<file path="src/rtl/serial_tx_arbiter.sv">
// -----------------------------------------------------------------------------
// serial_tx_arbiter
//
// Shares one serial output port between NUM_REQ byte requesters. Requesters are
// granted round-robin. Once a requester is granted a byte that is not LINE_END,
// it keeps the line until it sends LINE_END, so printed lines never interleave.
// Accepted bytes go through a small FIFO. The FIFO drains one byte per cycle
// while serial_ready_in is high.
//
// Optional feature (compile-time macro SERIAL_ARB_TIMEOUT_EN):
//   The lock is force-released after the owner has been idle (req_valid low)
//   for LOCK_TIMEOUT consecutive cycles. No byte is inserted when this happens.
//   Without the macro, the lock is held until LINE_END or reset.
//
// Ports:
//   clock            system clock
//   reset            synchronous, active-high reset
//   req_data         byte from requester i at bits [8i+7:8i]
//   req_valid        requester i has a byte
//   req_ready        byte from requester i is accepted this cycle when valid&ready
//   serial_ready_in  serial sink can take a byte this cycle
//   serial_out       byte to the serial port (holds its last value between strobes)
//   serial_wren_out  one-cycle write strobe for serial_out
//   grant_id         current or last owner index
//   locked           an owner holds the line lock
//   fifo_count       current FIFO occupancy
// -----------------------------------------------------------------------------
module serial_tx_arbiter #(
   parameter int unsigned NUM_REQ      = 3,
   parameter int unsigned FIFO_DEPTH   = 8,
   parameter logic [7:0]  LINE_END     = 8'h0A,
   parameter int unsigned LOCK_TIMEOUT = 1024
) (
   input  logic                          clock,
   input  logic                          reset,
   input  logic [8*NUM_REQ-1:0]          req_data,
   input  logic [NUM_REQ-1:0]            req_valid,
   output logic [NUM_REQ-1:0]            req_ready,
   input  logic                          serial_ready_in,
   output logic [7:0]                    serial_out,
   output logic                          serial_wren_out,
   output logic [$clog2(NUM_REQ)-1:0]    grant_id,
   output logic                          locked,
   output logic [$clog2(FIFO_DEPTH):0]   fifo_count
);

   localparam int IDW  = $clog2(NUM_REQ);
   localparam int PTRW = $clog2(FIFO_DEPTH);
   localparam int CNTW = PTRW + 1;

   // Elaboration-time parameter sanity checks.
   if (NUM_REQ < 2 || NUM_REQ > 8) begin : g_bad_num_req
      $error("serial_tx_arbiter: NUM_REQ must be in 2..8");
   end
   if (FIFO_DEPTH < 2 || (FIFO_DEPTH & (FIFO_DEPTH - 1)) != 0) begin : g_bad_depth
      $error("serial_tx_arbiter: FIFO_DEPTH must be a power of 2, >= 2");
   end
   if (LOCK_TIMEOUT < 2) begin : g_bad_timeout
      $error("serial_tx_arbiter: LOCK_TIMEOUT must be >= 2");
   end

   typedef enum logic {
      ST_IDLE   = 1'b0,
      ST_LOCKED = 1'b1
   } state_t;

   state_t            state, state_nx;
   logic [IDW-1:0]    rr_ptr, rr_nx;
   logic [IDW-1:0]    grant_nx;
   logic [IDW-1:0]    winner;
   logic              found;

   logic              push, pop;
   logic [7:0]        push_data;
   logic              full, empty;
   logic [PTRW-1:0]   wr_ptr, rd_ptr;
   logic [7:0]        mem [FIFO_DEPTH];
   logic [7:0]        req_bytes [NUM_REQ];
   logic              timeout_hit;

   // Unpack the flat request bus into one byte per requester.
   for (genvar g = 0; g < NUM_REQ; g++) begin : g_unpack
      assign req_bytes[g] = req_data[8*g +: 8];
   end

   function automatic logic [IDW-1:0] next_idx(input logic [IDW-1:0] i);
      return (i == IDW'(NUM_REQ - 1)) ? '0 : i + IDW'(1);
   endfunction

   // Full/empty come from the registered count, so a byte popped this cycle
   // does not free a slot for a push in the same cycle.
   assign full   = (fifo_count == CNTW'(FIFO_DEPTH));
   assign empty  = (fifo_count == '0);
   assign pop    = !empty && serial_ready_in;
   assign locked = (state == ST_LOCKED);

   // ---------------------------------------------------------------------------
   // Lock timeout
   // ---------------------------------------------------------------------------
`ifdef SERIAL_ARB_TIMEOUT_EN
   localparam int TW = $clog2(LOCK_TIMEOUT);

   logic [TW-1:0] idle_cnt;

   // The release fires on the idle cycle that would bring the count to
   // LOCK_TIMEOUT, so the line is free after exactly LOCK_TIMEOUT idle cycles.
   assign timeout_hit = (state == ST_LOCKED) && !req_valid[grant_id] &&
                        (idle_cnt == TW'(LOCK_TIMEOUT - 1));

   always_ff @(posedge clock) begin
      if (reset || state != ST_LOCKED || push || timeout_hit) begin
         idle_cnt <= '0;
      end else if (!req_valid[grant_id]) begin
         idle_cnt <= idle_cnt + TW'(1);
      end
   end
`else
   assign timeout_hit = 1'b0;
`endif

   // ---------------------------------------------------------------------------
   // Arbitration FSM: next state, grant and handshake
   // ---------------------------------------------------------------------------
   always_comb begin : arb_comb
      int idx;
      // NOTE: every output of this block gets a default first, so no path
      // leaves one unassigned and no latch is inferred.
      state_nx  = state;
      grant_nx  = grant_id;
      rr_nx     = rr_ptr;
      req_ready = '0;
      push      = 1'b0;
      push_data = '0;
      found     = 1'b0;
      winner    = rr_ptr;
      idx       = 0;

      // First valid requester at or after rr_ptr, wrapping around.
      for (int k = 0; k < NUM_REQ; k++) begin
         idx = int'(rr_ptr) + k;
         if (idx >= int'(NUM_REQ)) idx = idx - int'(NUM_REQ);
         if (!found && req_valid[idx]) begin
            found  = 1'b1;
            winner = IDW'(idx);
         end
      end

      case (state)
         ST_IDLE: begin
            if (found && !full) begin
               req_ready[winner] = 1'b1;
               push              = 1'b1;
               push_data         = req_bytes[winner];
               grant_nx          = winner;
               if (push_data == LINE_END) begin
                  // A lone LINE_END does not lock; the next requester gets a turn.
                  rr_nx = next_idx(winner);
               end else begin
                  state_nx = ST_LOCKED;
               end
            end
         end
         ST_LOCKED: begin
            // Only the owner may send; everyone else stalls regardless of valid.
            if (!full) req_ready[grant_id] = 1'b1;
            if (!full && req_valid[grant_id]) begin
               push      = 1'b1;
               push_data = req_bytes[grant_id];
               if (push_data == LINE_END) begin
                  state_nx = ST_IDLE;
                  rr_nx    = next_idx(grant_id);
               end
            end else if (timeout_hit) begin
               state_nx = ST_IDLE;
               rr_nx    = next_idx(grant_id);
            end
         end
         default: state_nx = ST_IDLE;
      endcase
   end

   always_ff @(posedge clock) begin
      // NOTE: state registers use non-blocking assignments so every flop
      // samples its inputs from before the edge, independent of statement order.
      if (reset) begin
         state    <= ST_IDLE;
         grant_id <= '0;
         rr_ptr   <= '0;
      end else begin
         state    <= state_nx;
         grant_id <= grant_nx;
         rr_ptr   <= rr_nx;
      end
   end

   // ---------------------------------------------------------------------------
   // Output FIFO and serial strobe
   // ---------------------------------------------------------------------------
   // NOTE: the storage array has no reset; the pointers and count define which
   // entries are valid, so stale data is never read.
   always_ff @(posedge clock) begin
      if (push) mem[wr_ptr] <= push_data;
   end

   always_ff @(posedge clock) begin
      if (reset) begin
         wr_ptr          <= '0;
         rd_ptr          <= '0;
         fifo_count      <= '0;
         serial_out      <= '0;
         serial_wren_out <= 1'b0;
      end else begin
         if (push) wr_ptr <= wr_ptr + PTRW'(1);
         if (pop) begin
            rd_ptr     <= rd_ptr + PTRW'(1);
            serial_out <= mem[rd_ptr];
         end
         serial_wren_out <= pop;
         case ({push, pop})
            2'b10:   fifo_count <= fifo_count + CNTW'(1);
            2'b01:   fifo_count <= fifo_count - CNTW'(1);
            default: fifo_count <= fifo_count;
         endcase
      end
   end

endmodule

</file>
<file path="config.mk">
export PLATFORM = sky130hd
export DESIGN_NAME = serial_tx_arbiter
export DESIGN_NICKNAME = d
export VERILOG_FILES = /design/src/rtl/serial_tx_arbiter.sv
export SDC_FILE = /design/constraint.sdc
export NUM_CORES = 1
export LEC_CHECK = 0
export CAP_MARGIN = 20
export CORE_ASPECT_RATIO = 1.25
export CORE_MARGIN = 5
export CORE_UTILIZATION = 25
export DETAILED_ROUTE_END_ITERATION = 8
export GPL_ROUTABILITY_DRIVEN = 0
export PLACE_DENSITY = 0.53
export SETUP_SLACK_MARGIN = 0.15
export SLEW_MARGIN = 20
export SYNTH_ARGS = -nofsm -noshare
export SYNTH_HDL_FRONTEND = slang
export SYNTH_SLANG_ARGS = --single-unit
</file>
<file path="constraint.sdc">
create_clock -name clock -period 4.5 [get_ports clock]
set_input_delay 0.675 -clock clock [delete_from_list [all_inputs] [get_ports clock]]
set_output_delay 0.675 -clock clock [all_outputs]
set_load 0.05 [all_outputs]
</file>
* Word-level counts from Yosys, hierarchy flattened
Memory sizes are Yosys's and may differ from the RTL's. A register that Yosys moved wholly into a read port is not among the register bits. Index checks and enable logic that the tools add are counted.
Storage, ports and cells: memories kept 1, flip-flop bits (word level) 16, word-level logic and storage cells 114, RAM bits 64
Operators by class: muxes and demuxes 54, order comparisons 12, reductions and logical operators 15, bitwise gates (word level) 3, equal/unequal tests 11, add/subtract/negate cells 11
Memory list:
- mem | depth 8, bits a word 8, read ports 1, clocked after memory_dff 1, wr ports 1, line 77 | logic [7:0] mem [FIFO_DEPTH];
Operator list (number):
- 32-bit by 4-bit < comparator with 1-bit output, second input constant | 3
- 32-bit 2-to-1 mux | 3
- 8-bit 2-to-1 mux | 6
- 8-bit binary-select mux with 2-bit select | 2
- 1-bit 2-to-1 mux | 20
- 2-bit 2-to-1 mux | 9
- 8-bit by 4-bit == test with 1-bit output, second input constant | 2
- 8-bit case mux with 2 select lines | 1
- 1-bit binary-select mux with 2-bit select | 4
- 4-bit case mux with 2 select lines | 1
- 3-bit by 2-bit subtractor with 4-bit output, second input constant | 2
- 1-bit logical AND | 7
- 3-bit by 1-bit adder with 3-bit output, second input constant | 2
- 2-bit == test, second input constant | 3
- 3-bit by 2-bit greater-or-equal comparator with 1-bit output, second input constant | 2
- 3-bit greater-or-equal comparator, second input constant | 2
- 2-bit by 3-bit < comparator with 1-bit output, second input constant | 2
- 3-bit 2-to-1 mux | 2
- 2-bit inverter with 3-bit output | 2
- 3-bit case mux with 2 select lines | 1
- 2-bit by 1-bit adder with 2-bit output, second input constant | 2
- 4-bit by 1-bit adder with 4-bit output, second input constant | 1
- 1-bit demux with 2-bit select | 2
- 4-bit == test, second input constant | 1
- 17 further kinds | 24

* Longest topological paths before layout
word-level depth 20, mapped depth 15, mapped depth without buffers 14

* Worst setup path before layout
OpenSTA, ideal clock, no wires.
path kind flip-flop to output port, from reg rr_ptr[1], to out req_ready[0], cell stages (with the launch flop) 10, setup slack 0.420 ns, arrival 3.405 ns, cells stage by stage dfxtp_1 -> inv_1 -> ha_1 -> buf_2 -> mux2i_2 -> o21ai_2 -> or4b_4 -> a22o_4 -> buf_1 -> o31ai_1
Between the ends: word-level cells in the longest chain between the ends 18, elaborated cells between the ends (all ways) 38
RTL lines:
- from (decl) | line 68 | logic [IDW-1:0] rr_ptr, rr_nx;
- from (signal assigned) | line 192 | rr_ptr <= rr_nx;
- parallel branches: the longest is 16 deep, another holds 3-bit by 2-bit subtractor with 4-bit output
- 3-bit 2-to-1 mux * | line 150 | if (found && !full) begin
- 3-bit case mux with 2 select lines * | line 148 | case (state)
- to (decl) | line 38 | output logic [NUM_REQ-1:0] req_ready,
Mark *: on every way between the ends. The select of a mux whose other input is x is not followed.

* Worst setup path after layout
from reg rr_ptr[0], to out req_ready[1]
The elaborated chain is that of the path after synthesis.

==> results by group <==
Yosys
  • Post-synthesis sequential area ratio: 54.7%
  • Cells after synthesis: 356
  • Synth Cell Area: 4390 um^2
  • Post-synth ARST share: 0%
  • Mapped Nets: 395
  • YS warnings: 0
  • EDFF count, synth: 64
  • Syn avg cell area: 12.3 um^2
  • Post-synth top flop: edfxtp_1
  • Unique masters post-synth: 55
  • Synthesis-stage register bit count: 88

STA
  • Finish-stage setup viols: 0
  • Worst-margin pin slew: 1020 ps
  • Final Cycle Share: 85.0%
  • Final Hold Fails: 0
  • Setup TNS: 0 ps
  • Final hold slack: 497 ps
  • Post-layout minimum cycle time: 3820 ps
  • Worst slew margin: 31.9%
  • Clk_skew: 5.76 ps
  • RSZ-0062 raised after global routing: no
  • Slew Limit Fails: 0
  • Max Freq: 0.261 GHz

Worst setup path
  • WP data required: 3830 ps
  • Critical path's slowest cell: or4b_2
  • Worst Setup Start Kind: register
  • Crit-path max cell delay: 640 ps
  • Worst r2r path cells: 9
  • Worst Path Class, Setup: reg -> out
  • Cell breakdown of the critical path: ha_1, mux2i_2, o21ai_2, or4b_2, o21ai_0, nor2_1, a31o_2, buf_4
  • Crit Path Max Fanout: 7
  • CP Capture Type: primary output
  • Arr. time, crit path: 3150 ps

Cells and area
  • Layout cells sized above 1: 14.7%
  • Nets: 449
  • Area of the multi-input gates: 1880 um^2
  • Fillers: 1751
  • Post-route cell area: 5460 um^2
  • Number of diodes: 0
  • Area growth syn-to-layout: 24.2%
  • Reg area: 2400 um^2

Global route
  • GR Overflow Total: 0
  • Initial antenna violation count: 0
  • First-pass GRT wire length: 16.7 mm
  • Gr usage total: 10.5%
  • Number of global-route vias before repair: 3181
  • Largest net degree at the start of global routing: 25

Die
  • DIE AREA: 20300 um^2
  • Row cnt: 54
  • CORE AREA: 17400 um^2
  • Initial core utilization: 25.3%
  • Chip Width: 129 um
  • Die Span Y: 158 um
  • I/O Pins: 49

Clocking
  • CTS max path bufs: 2
  • Clock Latency Late Sink: 340 ps
  • Resized Gates After CTS: 0
  • Root Driver: clkbuf_16
  • Post-CTS setup buffer count: 0
  • CTS sink cnt: 88
  • Worst-path clk slew: 60 ps
  • CTS tree: yes
  • Number of buffers created by CTS: 9
  • H-tree levels: 3
  • CTS Hold Bufs: 0

Pwr
  • Clk pwr share: 20.6%
  • Pwr/cell area: 601 nW/um^2
  • Seq pwr share: 37.5%
  • Psw: 1.24 mW
  • Leakage power: 1.84 nW
  • Sw frac: 37.7%
  • Peak VDD IR: 0.209 mV
  • Share of power burned in combinational logic: 41.8%
  • Int Power: 2.04 mW

Route
  • Via-to-Cell Ratio: 4.75
  • Drt wl/cell: 15.9 um
  • DRC violations left: 0
  • 1st-pass router iterations: 4
  • Antenna violation net count after detailed routing: 0
  • Vias: 3036
  • Total wire length: 10.2 mm
  • DRT iter0 DRCs: 147

Hold path
  • Hold Path Stages: 2
  • Hold Path Class: reg -> reg

Placement
  • # port buffers: 48
  • Post-DP HPWL: 7.48 mm
  • Placed Area: 5180 um^2

Run
  • Number of max-cap violations: 0

Run status
  • Status: finished clean
## metal layers
layer / share of wire [%] / global-route usage (%) / vias to the layer above / wire, um
met4: 2.2 / 4.35 / 0 / 221
li1: - / - / 1467 / -
met5: 0 / 0 / - / 0
met1: 43 / 12.4 / 1468 / 4370
met3: 4.5 / 2.19 / 15 / 461
met2: 50 / 18.6 / 86 / 5100
## kinds of logic (layout without fill, tap and decap cells)
logic type / Yosys count / count (layout) / synth area share, %
AOI/OAI and AO/OA: 78 / 78 / 12.4
xor gates and xnor gates: 6 / 6 / 1.20
adders and majority gates: 9 / 9 / 2.56
buffers and inverters: 31 / 90 / 2.71
DFF: 88 / 88 / 54.7
muxes: 47 / 47 / 15.5
and+or+nand+nor: 97 / 97 / 11.0
## sequential cells by signal, summed over array words and instances, names as in the netlist
signal and cells:
rd_ptr 3, mem 64, locked 1, rr_ptr 2
grant_id 2, serial_wren_out 1, wr_ptr 3, fifo_count 4
serial_out 8
## placed cells by master (no fill, tap or decap), types with 3 or more instances in the layout
master / count
clkdlybuf4s50_1: 45
nand2_1: 21
a21oi_1: 22
o22ai_1: 7
inv_1: 11
buf_4: 17
a211oi_1: 13
nand2b_1: 3
xor2_1: 5
nor2b_1: 8
nor3_1: 4
clkbuf_16: 9
edfxtp_1: 64
o21ai_0: 12
or3_1: 3
mux4_2: 16
ha_1: 9
mux2i_1: 28
dfxtp_1: 24
nand3_1: 3
nor2_1: 41
## final timing paths
path,start,end,slack [ps]
max,rr_ptr[0]$_SDFFE_PP0P_,req_ready[1],680
min,serial_out[3]$_SDFFE_PP0P_,serial_out[3]$_SDFFE_PP0P_,500
max reg2reg,rr_ptr[0]$_SDFFE_PP0P_,mem[0][1]$_DFFE_PP_,910
min reg2reg,serial_out[3]$_SDFFE_PP0P_,serial_out[3]$_SDFFE_PP0P_,500
## worst max-delay path: cells and delay by family, from the launching register on
family / cells / cell delay [ps]
DFF: 1 / 450
buffers and inverters: 1 / 190
and+or+nand+nor: 2 / 770
adders and majority gates: 1 / 400
AOI/OAI and AO/OA: 3 / 680
muxes: 1 / 320
## area by class of cell
class | instances | area share [%]
tap | 224 | 5.14
inverter | 11 | 0.757
clock inverter | 7 | 0.871
multi-input combinational | 237 | 34.4
timing repair buffer | 63 | 10.7
sequential | 88 | 44.0
clock buffer | 9 | 4.13
## stage by stage
step / utilization (%) / std cells / power [mW] / worst slack [ps]
2_1_floorplan: - / 356 / 2.20 / 420
3_3_place_gp: 29.8 / 622 / 2.62 / 734
3_5_place_dp: 29.8 / 622 / 2.64 / 635
4_1_cts: 31.4 / 638 / 3.32 / 627
5_1_grt: 31.4 / 639 / 3.48 / 424
6_report: 31.4 / 639 / 3.28 / 675
## Yosys cell counts (2+ instances only)
master | count | area [um^2]
edfxtp_1 | 64 | 1920
nor2_1 | 41 | 154
mux2i_1 | 28 | 280
dfxtp_1 | 24 | 480
a21oi_1 | 22 | 110
nand2_1 | 21 | 78.8
mux4_2 | 16 | 360
a211oi_1 | 13 | 97.6
clkbuf_1 | 13 | 48.8
o21ai_0 | 12 | 60.1
inv_1 | 11 | 41.3
ha_1 | 9 | 113
nor2b_1 | 8 | 50.1
o22ai_1 | 7 | 43.8
buf_1 | 5 | 18.8
nor3_1 | 5 | 25.0
xor2_1 | 5 | 43.8
nand2b_1 | 3 | 18.8
nand3_1 | 3 | 15.0
or3_1 | 3 | 18.8
a22oi_1 | 2 | 15.0
a311oi_1 | 2 | 17.5
buf_2 | 2 | 10.0
nand3b_1 | 2 | 15.0
nand4_1 | 2 | 12.5
o31a_1 | 2 | 17.5
o31ai_1 | 2 | 15.0
or4b_2 | 2 | 20.0
## power groups by stage
stage | registers (mW) | logic [mW] | clock network [mW]
2_1_floorplan | 1.39 | 0.810 | 0
3_3_place_gp | 1.24 | 1.37 | 0
3_5_place_dp | 1.25 | 1.39 | 0
4_1_cts | 1.24 | 1.39 | 0.698
5_1_grt | 1.26 | 1.49 | 0.736
6_report | 1.23 | 1.37 | 0.676
Note: power is estimated with default switching activity, not from simulation.
